--- src/rtl/rice_stream_decoder.sv ---
// Rice residual stream decoder: reads 16-bit words MSB first from RAM and decodes
// unary-quotient / k-bit-remainder / zigzag codes into signed 16-bit residuals.
module rice_stream_decoder (
  input  logic        iClock,
  input  logic        iReset,
  input  logic        iEnable,
  input  logic        iStart,
  input  logic [3:0]  iRiceParam,
  input  logic [15:0] iCount,
  output logic        oRamReadEnable,
  output logic [15:0] oRamAddress,
  input  logic [15:0] iRamData,
  output logic [15:0] oResidual,
  output logic        oValid,
  output logic        oDone,
  output logic        oError
);

  typedef enum logic [2:0] {StIdle, StFill, StUnary, StBin, StDone} state_e;

  state_e      state_q, state_d;
  logic [3:0]  k_q, k_d;
  logic [15:0] count_q, count_d;
  logic [15:0] emitted_q, emitted_d;
  // One bit wider than a word: with k = 0 the quotient limit is 65536.
  logic [16:0] quot_q, quot_d;
  logic [15:0] rem_q, rem_d;
  logic [3:0]  bin_cnt_q, bin_cnt_d;
  logic [15:0] cur_q, cur_d;
  logic [3:0]  bit_idx_q, bit_idx_d;
  logic [15:0] pf_q, pf_d;
  logic        pf_valid_q, pf_valid_d;
  logic        rd_pend_q, rd_pend_d;
  logic [15:0] addr_q, addr_d;
  logic [15:0] residual_q, residual_d;
  logic        valid_q, valid_d;
  logic        error_q, error_d;

  logic        read_en;
  logic        cur_bit;
  logic        emit;
  logic [16:0] quot_inc;
  logic [16:0] quot_limit;
  logic [15:0] rem_shift;
  logic [15:0] code_u;

  // Next-state: FSM, bit consumption, read issue and read-data capture.
  always_comb begin
    state_d    = state_q;
    k_d        = k_q;
    count_d    = count_q;
    emitted_d  = emitted_q;
    quot_d     = quot_q;
    rem_d      = rem_q;
    bin_cnt_d  = bin_cnt_q;
    cur_d      = cur_q;
    bit_idx_d  = bit_idx_q;
    pf_d       = pf_q;
    pf_valid_d = pf_valid_q;
    addr_d     = addr_q;
    residual_d = residual_q;
    valid_d    = valid_q;
    error_d    = error_q;
    read_en    = 1'b0;
    emit       = 1'b0;
    code_u     = '0;
    cur_bit    = cur_q[bit_idx_q];
    quot_inc   = quot_q + 17'd1;
    quot_limit = 17'd1 << (5'd16 - {1'b0, k_q});
    rem_shift  = {rem_q[14:0], cur_bit};

    if (iEnable) begin
      // A pending pulse held through a stall is dropped only on an enabled cycle.
      valid_d = 1'b0;
      unique case (state_q)
        StIdle: begin
          if (iStart) begin
            k_d        = iRiceParam;
            count_d    = iCount;
            emitted_d  = '0;
            quot_d     = '0;
            rem_d      = '0;
            bin_cnt_d  = '0;
            addr_d     = '0;
            pf_valid_d = 1'b0;
            bit_idx_d  = 4'd15;
            error_d    = 1'b0;
            if (iRiceParam == 4'd15) begin
              error_d = 1'b1;
              state_d = StDone;
            end else if (iCount == 16'd0) begin
              state_d = StDone;
            end else begin
              state_d = StFill;
            end
          end
        end
        StFill: begin
          // Words 0 and 1 go out back to back; word 0 lands in the current register.
          read_en = (addr_q < 16'd2);
        end
        StUnary, StBin: begin
          if (state_q == StUnary && emitted_q == count_q) begin
            // Count reached: no further bits and no further prefetch.
            state_d = StDone;
          end else begin
            read_en = !pf_valid_q && !rd_pend_q;
            if (bit_idx_q == 4'd0) begin
              cur_d      = pf_q;
              pf_valid_d = 1'b0;
              bit_idx_d  = 4'd15;
            end else begin
              bit_idx_d = bit_idx_q - 4'd1;
            end
            if (state_q == StUnary) begin
              if (cur_bit) begin
                if (k_q == 4'd0) begin
                  emit   = 1'b1;
                  code_u = quot_q[15:0];
                end else begin
                  state_d   = StBin;
                  bin_cnt_d = k_q;
                end
              end else begin
                quot_d = quot_inc;
                if (quot_inc == quot_limit) begin
                  error_d = 1'b1;
                  state_d = StDone;
                end
              end
            end else begin
              rem_d     = rem_shift;
              bin_cnt_d = bin_cnt_q - 4'd1;
              if (bin_cnt_q == 4'd1) begin
                emit    = 1'b1;
                code_u  = (quot_q[15:0] << k_q) | rem_shift;
                state_d = StUnary;
              end
            end
          end
        end
        StDone: state_d = StIdle;
        default: state_d = StIdle;
      endcase
    end

    if (emit) begin
      valid_d    = 1'b1;
      // Zigzag unfold: even codes are non-negative, odd codes negative.
      residual_d = {1'b0, code_u[15:1]} ^ {16{code_u[0]}};
      emitted_d  = emitted_q + 16'd1;
      quot_d     = '0;
      rem_d      = '0;
    end

    if (read_en) begin
      addr_d = addr_q + 16'd1;
    end
    rd_pend_d = read_en;

    // Read data is captured one cycle after the strobe even while stalled.
    if (rd_pend_q) begin
      if (state_q == StFill) begin
        cur_d     = iRamData;
        bit_idx_d = 4'd15;
        state_d   = StUnary;
      end else begin
        pf_d       = iRamData;
        pf_valid_d = 1'b1;
      end
    end
  end

  // State registers with asynchronous active-low reset.
  always_ff @(posedge iClock or negedge iReset) begin
    if (!iReset) begin
      state_q    <= StIdle;
      k_q        <= '0;
      count_q    <= '0;
      emitted_q  <= '0;
      quot_q     <= '0;
      rem_q      <= '0;
      bin_cnt_q  <= '0;
      cur_q      <= '0;
      bit_idx_q  <= '0;
      pf_q       <= '0;
      pf_valid_q <= 1'b0;
      rd_pend_q  <= 1'b0;
      addr_q     <= '0;
      residual_q <= '0;
      valid_q    <= 1'b0;
      error_q    <= 1'b0;
    end else begin
      state_q    <= state_d;
      k_q        <= k_d;
      count_q    <= count_d;
      emitted_q  <= emitted_d;
      quot_q     <= quot_d;
      rem_q      <= rem_d;
      bin_cnt_q  <= bin_cnt_d;
      cur_q      <= cur_d;
      bit_idx_q  <= bit_idx_d;
      pf_q       <= pf_d;
      pf_valid_q <= pf_valid_d;
      rd_pend_q  <= rd_pend_d;
      addr_q     <= addr_d;
      residual_q <= residual_d;
      valid_q    <= valid_d;
      error_q    <= error_d;
    end
  end

  assign oRamReadEnable = read_en;
  assign oRamAddress    = addr_q;
  assign oResidual      = residual_q;
  assign oValid         = valid_q & iEnable;
  assign oDone          = (state_q == StDone) & iEnable;
  assign oError         = error_q;

endmodule

--- config.mk ---
export PLATFORM = sky130hd
export DESIGN_NAME = rice_stream_decoder
export DESIGN_NICKNAME = d
export VERILOG_FILES = /design/src/rtl/rice_stream_decoder.sv
export SDC_FILE = /design/constraint.sdc
export NUM_CORES = 1
export LEC_CHECK = 0
export ABC_CLOCK_PERIOD_IN_PS = 3740
export BUFFER_PORTS_ARGS = -buffer_cell sky130_fd_sc_hd__buf_2
export CAP_MARGIN = 20
export CORE_ASPECT_RATIO = 0.9
export CORE_MARGIN = 8
export CORE_UTILIZATION = 25
export DETAILED_ROUTE_END_ITERATION = 12
export MAX_ROUTING_LAYER = met4
export PLACE_DENSITY = 0.49
export REMOVE_ABC_BUFFERS = 1
export SYNTH_ARGS = -nofsm -noshare
export SYNTH_HDL_FRONTEND = slang
export SYNTH_SLANG_ARGS = --single-unit
--- constraint.sdc ---
create_clock -name iClock -period 3.74 [get_ports iClock]
set_clock_uncertainty 0.2 [all_clocks]
set_input_delay 0.187 -clock iClock [delete_from_list [all_inputs] [get_ports iClock]]
set_output_delay 0.187 -clock iClock [all_outputs]
set_load 0.03 [all_outputs]
# == After elaboration in Yosys (flattened, before gate mapping) ==
# Index checks and enable logic that the tools add are counted.
# classes
addsub,6
order_cmp,2
eq_ne,20
shifts,2
muxes,84
bitwise_logic,5
n_reduce_logical,25
# op_table
operator,n
$mux 16,18
$mux 17,6
$mux 15,4
$mux 4,11
$mux 3,12
$pmux 17 s2,1
$add 16x1->16 const B,2
$pmux 15 s2,1
$mux 1,24
$ne 3x3->1 const B,7
$add 17x1->17 const B,1
$eq 17x17->1,1
$shl 1x5->17 const A,1
$eq 16x16->1,1
$logic_not 16->1,1
$lt 16x2->1 const B,1
$or 16x16->16,1
$pmux 4 s2,2
$shl 16x4->16,1
$xor 15x16->16,1
$reduce_bool 2->1,7
$reduce_and 6->1,2
$ne 2x2->1 const B,5
$pmux 3 s3,1
22 further kinds,32
# totals
reg_bits,147
in_bits,40
out_inout_bits,36
elab_cells,160

# == Longest topological paths before layout ==
# logic_depth
depth_word,11
depth_mapped,11
mapped_depth_nobuf,9

# == Worst setup path after synthesis ==
# OpenSTA, ideal clock, no wires.
# synth_timing
path_kind,reg2reg
startpoint,reg emitted_q[2]
endpoint,"reg addr_q[7], in the netlist oRamAddress[7]"
setup_ns,0.126
t_arrival_ns,2.638
required_ns,3.414
path_slack_ns,0.776
stages_incl_launch_ff,9
n_path_buf,1
period_less_slack_ns,2.964
path_cell_list,dfrtp_1 xnor2_1 nand4_1 nor4_1 a21oi_2 a31oi_1 inv_1 clkbuf_1 a221o_1
# synth_via
elab_chain_cells,7
elab_cells_between_ends,10
cone_classes,eq/ne: 1; mux: 4; reduce/logical: 5
# synth_rtl
item,line,rtl
"start, declared",24,"logic [15:0] emitted_q, emitted_d;"
"start signal, assigned",197,emitted_q <= emitted_d;
$eq 16x16->1 *,103,if (state_q == StUnary && emitted_q == count_q) begin
$logic_and 1x1->1 *,103,
$mux 1 *,103,
$pmux 1 s2 *,75,unique case (state_q)
$mux 1 *,72,if (iEnable) begin
named net oRamReadEnable,10,"output logic oRamReadEnable,"
$reduce_bool 2->1 (no source line),n/a,
$reduce_and 3->1 (no source line),n/a,
"end signal, assigned",206,addr_q <= addr_d;
"end, declared",34,"logic [15:0] addr_q, addr_d;"
# The timed path passes the listed nets; every way through them passes the cells marked *.
# A chain may end at the register's enable or synchronous reset.

# == Final worst setup path ==
# layout_timing
startpoint,reg quot_q[1]
endpoint,reg state_q[1]
# layout_via
elab_chain_cells,10
# layout_rtl
item,line,rtl
"start, declared",26,"logic [16:0] quot_q, quot_d;"
"start signal, assigned",198,quot_q <= quot_d;
$add 17x1->17 *,68,quot_inc = quot_q + 17'd1;
$eq 17x17->1 *,126,if (quot_inc == quot_limit) begin
$mux 3 *,126,
$mux 3 *,116,if (cur_bit) begin
$mux 3 *,115,if (state_q == StUnary) begin
$mux 3 *,103,
$pmux 3 s3 *,75,
$mux 3 *,72,
$mux 3,163,if (state_q == StFill) begin
$mux 3 *,162,if (rd_pend_q) begin
named net state_d[1],21,"state_e state_q, state_d;"
"end signal, assigned",177,state_q <= StIdle;
"end signal, assigned",194,state_q <= state_d;
"end, declared",21,
# Marks and branches as above.

==> key figures <==
Run status
  • Status: finished clean

GRT
  • Initial antenna violation count: 1
  • GR Util All Layers: 0.1367
  • Largest net degree at the start of global routing: 87
  • GR Overflow Total: 0
  • Vias in the first global route: 8201
  • First-pass GRT wire length: 46.09 mm

Timing
  • Final min period: 3.275 ns
  • Pin slew with the least headroom to its limit: 0.9209 ns
  • Final Hold Fails: 0
  • Slew Limit Fails: 0
  • Fmax: 305.4 MHz
  • Slew HR: 0.3861
  • RSZ-0062 raised after global routing: no
  • Fin crit share: 0.8756
  • TNS Setup: 0 ns
  • Final Setup Violations: 0

Min path
  • Cells on Worst Hold Path: 5
  • Hold Crit Class: input pin to flop
  • Worst hold path endpoint: state_q[0]
  • Worst Hold Launch: iStart

Yosys
  • Synth cell types: 75
  • Post-synthesis sequential area ratio: 0.4016
  • Ys Warns: 0
  • Async SR Flop Fraction: 1.000
  • Number of synthesized flops with an enable pin: 0
  • Average size of a mapped cell: 8.833 um2
  • Post-synth top flop: dfrtp_1
  • Synthesized area: 9160 um2
  • Post-Syn Instances: 1037
  • FF+latch count, synth: 147

Power
  • Pleak: 4.845 nW
  • Clock Power Share: 0.220
  • Sw Ratio: 0.4453
  • Pwr/cell area: 713.7 nW/um2
  • NetSw: 3.545 mW
  • Internal: 4.416 mW
  • Logic gate share of total power: 0.473
  • Peak supply drop: 0.0004244 V
  • Seq pwr share: 0.307

Finish
  • Most frequent cells in the layout: 165 x nand2_1, 147 x dfrtp_1, 74 x o21ai_0, 74 x buf_2, 54 x nor2_1
  • Fill cells: 3827
  • Layout net count: 1184
  • Design Area, Final: 11150 um2
  • Area delta synth->final: 21.77%
  • Share of cells above drive strength 1: 0.1720
  • FF/Latch Area: 3679 um2
  • Most common cell after layout, fill and taps aside: nand2_1
  • Area of the multi-input gates: 5089 um2
  • Final core occ: 0.3084

Run
  • Max-Cap Viols: 0

Drt
  • First DRT Iteration DRCs: 647
  • DR vias: 8327
  • Initial DRT Pass Iterations: 5
  • Routed Antenna Nets: 0
  • DRC: 0
  • Average wire per standard cell: 17.59 um
  • Vias/cell: 5.115
  • Total wire length: 28.64 mm

Worst setup path
  • Worst path top cell family by delay: simple AND/OR/NAND/NOR gates
  • CP required: 3.87 ns
  • Kind of critical path: flop to flop
  • CP Capture Type: flop
  • Arrival time worst endpoint: 3.41 ns
  • Slowest cell on crit path: or4b_1
  • Crit-path cells: and4_1, nand4_4, or4b_1, a211o_1, a2111oi_2, nand4_1, a221o_1
  • FF-to-FF path depth: 7
  • Worst R2R End: state_q[1]
  • Worst Path Buf+Inv: 0
  • Maximum fanout along the worst path: 11
  • Critical R2R Launch: quot_q[1]
  • Setup slack, reg-to-reg: 0.47 ns
  • Largest stage delay on the critical path: 0.57 ns
  • Startpoint types: flop

Clocking
  • CTS buffer count: 17
  • H-tree Lvls: 4
  • Post-CTS setup buffers: 0
  • Clock Sink Count: 147
  • Clk_lat worst skew: 0.44 ns
  • Root Buffer: clkbuf_16
  • Worst-case clock buffer depth: 2
  • Post-CTS sizing: 0
  • Clk slew on worst S/H paths: 0.07 ns
  • TritonCTS clock tree: built

Placed design
  • DP Area: 10180 um2
  • GPL Wtd Cong: 0.8746
  • Post-DP HPWL: 19.90 mm
  • Port Buffers: 75

Floorplan
  • Row cnt: 66
  • Area of the core: 36170 um2
  • Starting Density: 0.2533
  • Die area: 43030 um2
  • Die height: 197.6 um
  • Top-level port count: 76
  • Die Wd: 217.8 um
## kinds of logic after synthesis
logic type | count (synthesis) | share of synthesized area
adders and majority gates | 6 | 0.008195
and+or+nand+nor | 413 | 0.2254
buffers and inverters | 98 | 0.04289
xor gates and xnor gates | 45 | 0.04303
AOI/OAI and AO/OA | 244 | 0.1718
muxes | 84 | 0.1071
DFF | 147 | 0.4016
## synth_stat cells, types with 6 or more instances
library cell,instances,area share
ha_1,6,0.0082
nand3b_1,7,0.0057
nor3_1,23,0.013
o21ai_0,74,0.040
a21o_1,9,0.0074
clkbuf_1,53,0.022
nand3_1,35,0.019
a31oi_1,8,0.0055
nor2_1,54,0.022
buf_2,14,0.0076
o21ai_1,29,0.016
a21oi_1,34,0.019
nand2_1,165,0.068
a211oi_1,7,0.0057
inv_1,22,0.0090
nor2b_1,7,0.0048
mux2i_1,53,0.058
nand4_1,22,0.015
mux4_2,9,0.022
o211ai_1,7,0.0057
dfrtp_1,147,0.40
a22o_1,9,0.0086
and3_1,13,0.0089
o31ai_1,11,0.0090
or4_1,11,0.0090
xnor2_1,39,0.037
xor2_1,6,0.0057
or2_2,6,0.0041
a22oi_1,7,0.0057
or3_1,11,0.0075
and2_1,6,0.0041
nor4_1,18,0.012
mux2_2,22,0.027
nand2b_1,7,0.0048
## worst max path at each step
stage | from | endpoint | slack, ns | cells past startpoint
final | quot_q[1] | state_q[1] | 0.47 | 7
after global routing | quot_q[7] | state_q[2] | 0.32 | 7
after CTS | quot_q[1] | state_q[1] | 0.48 | 7
after detailed placement | quot_q[1] | state_q[1] | 0.47 | 7
after global placement | quot_q[1] | state_q[1] | 0.55 | 7
after floorplan | k_q[1] | emitted_q[2] | 0.11 | 7
## registers in the layout, summed over array words and instances (netlist names)
register	count
cur_q	16
oResidual	16
oError	1
valid_q	1
emitted_q	16
pf_q	16
bit_idx_q	4
state_q	3
count_q	16
bin_cnt_q	4
rd_pend_q	1
rem_q	15
quot_q	17
k_q	4
oRamAddress	16
pf_valid_q	1
## repair_timing
| item | CTS | global route |
|---|---|---|
| hold endpoints to repair | 139 | 0 |
| hold buffers | 38 | 0 |
| setup endpoints to repair | 0 | 0 |
## layer usage
layer / GRT usage / part of all wire / wire [um] / vias to the layer above
met5: - / 0 / 0 / -
met2: 0.1963 / 0.43 / 12330 / 262
met3: 0.02878 / 0.053 / 1532 / 32
li1: - / - / - / 3988
met4: 0.03456 / 0.015 / 425 / 0
met1: 0.1931 / 0.50 / 14360 / 4045
## worst reg2reg max path: stages, from the launching register on
cell and delay [ns]:
dfrtp_1 0.54, and4_1 0.42, nand4_4 0.21, or4b_1 0.57, a211o_1 0.33, a2111oi_2 0.37
nand4_1 0.18, a221o_1 0.35
## stage by stage
stage | setup slack (ns) | hold slack (ns) | power, mW | instances
final | 0.4651 | 0.03994 | 7.961 | 1628
after global routing | 0.3182 | 0.05470 | 8.498 | 1628
after global placement | 0.5544 | 0.1605 | 6.158 | 1557
after detailed placement | 0.4718 | 0.1444 | 6.189 | 1557
after floorplan | 0.1132 | -0.3086 | 4.821 | 963
after CTS | 0.4753 | 0.01262 | 8.004 | 1627
## power by group through the flow
stage                     registers (mW)  logic, mW  clock network [mW]
after global routing                2.52       4.12                1.86
final                               2.44       3.77                1.75
after detailed placement            2.47       3.72                   0
after CTS                           2.44       3.76                1.80
after global placement              2.46       3.70                   0
after floorplan                     2.68       2.14                   0
## final cells by class
class	instances	area share
clock buffer	17	0.03814
multi-input combinational	792	0.4562
antenna	1	0.0002243
clock inverter	15	0.01469
sequential	147	0.3298
timing repair buffer	156	0.09950
inverter	24	0.008076
tap	476	0.05339
(Power assumes the default switching activity.)
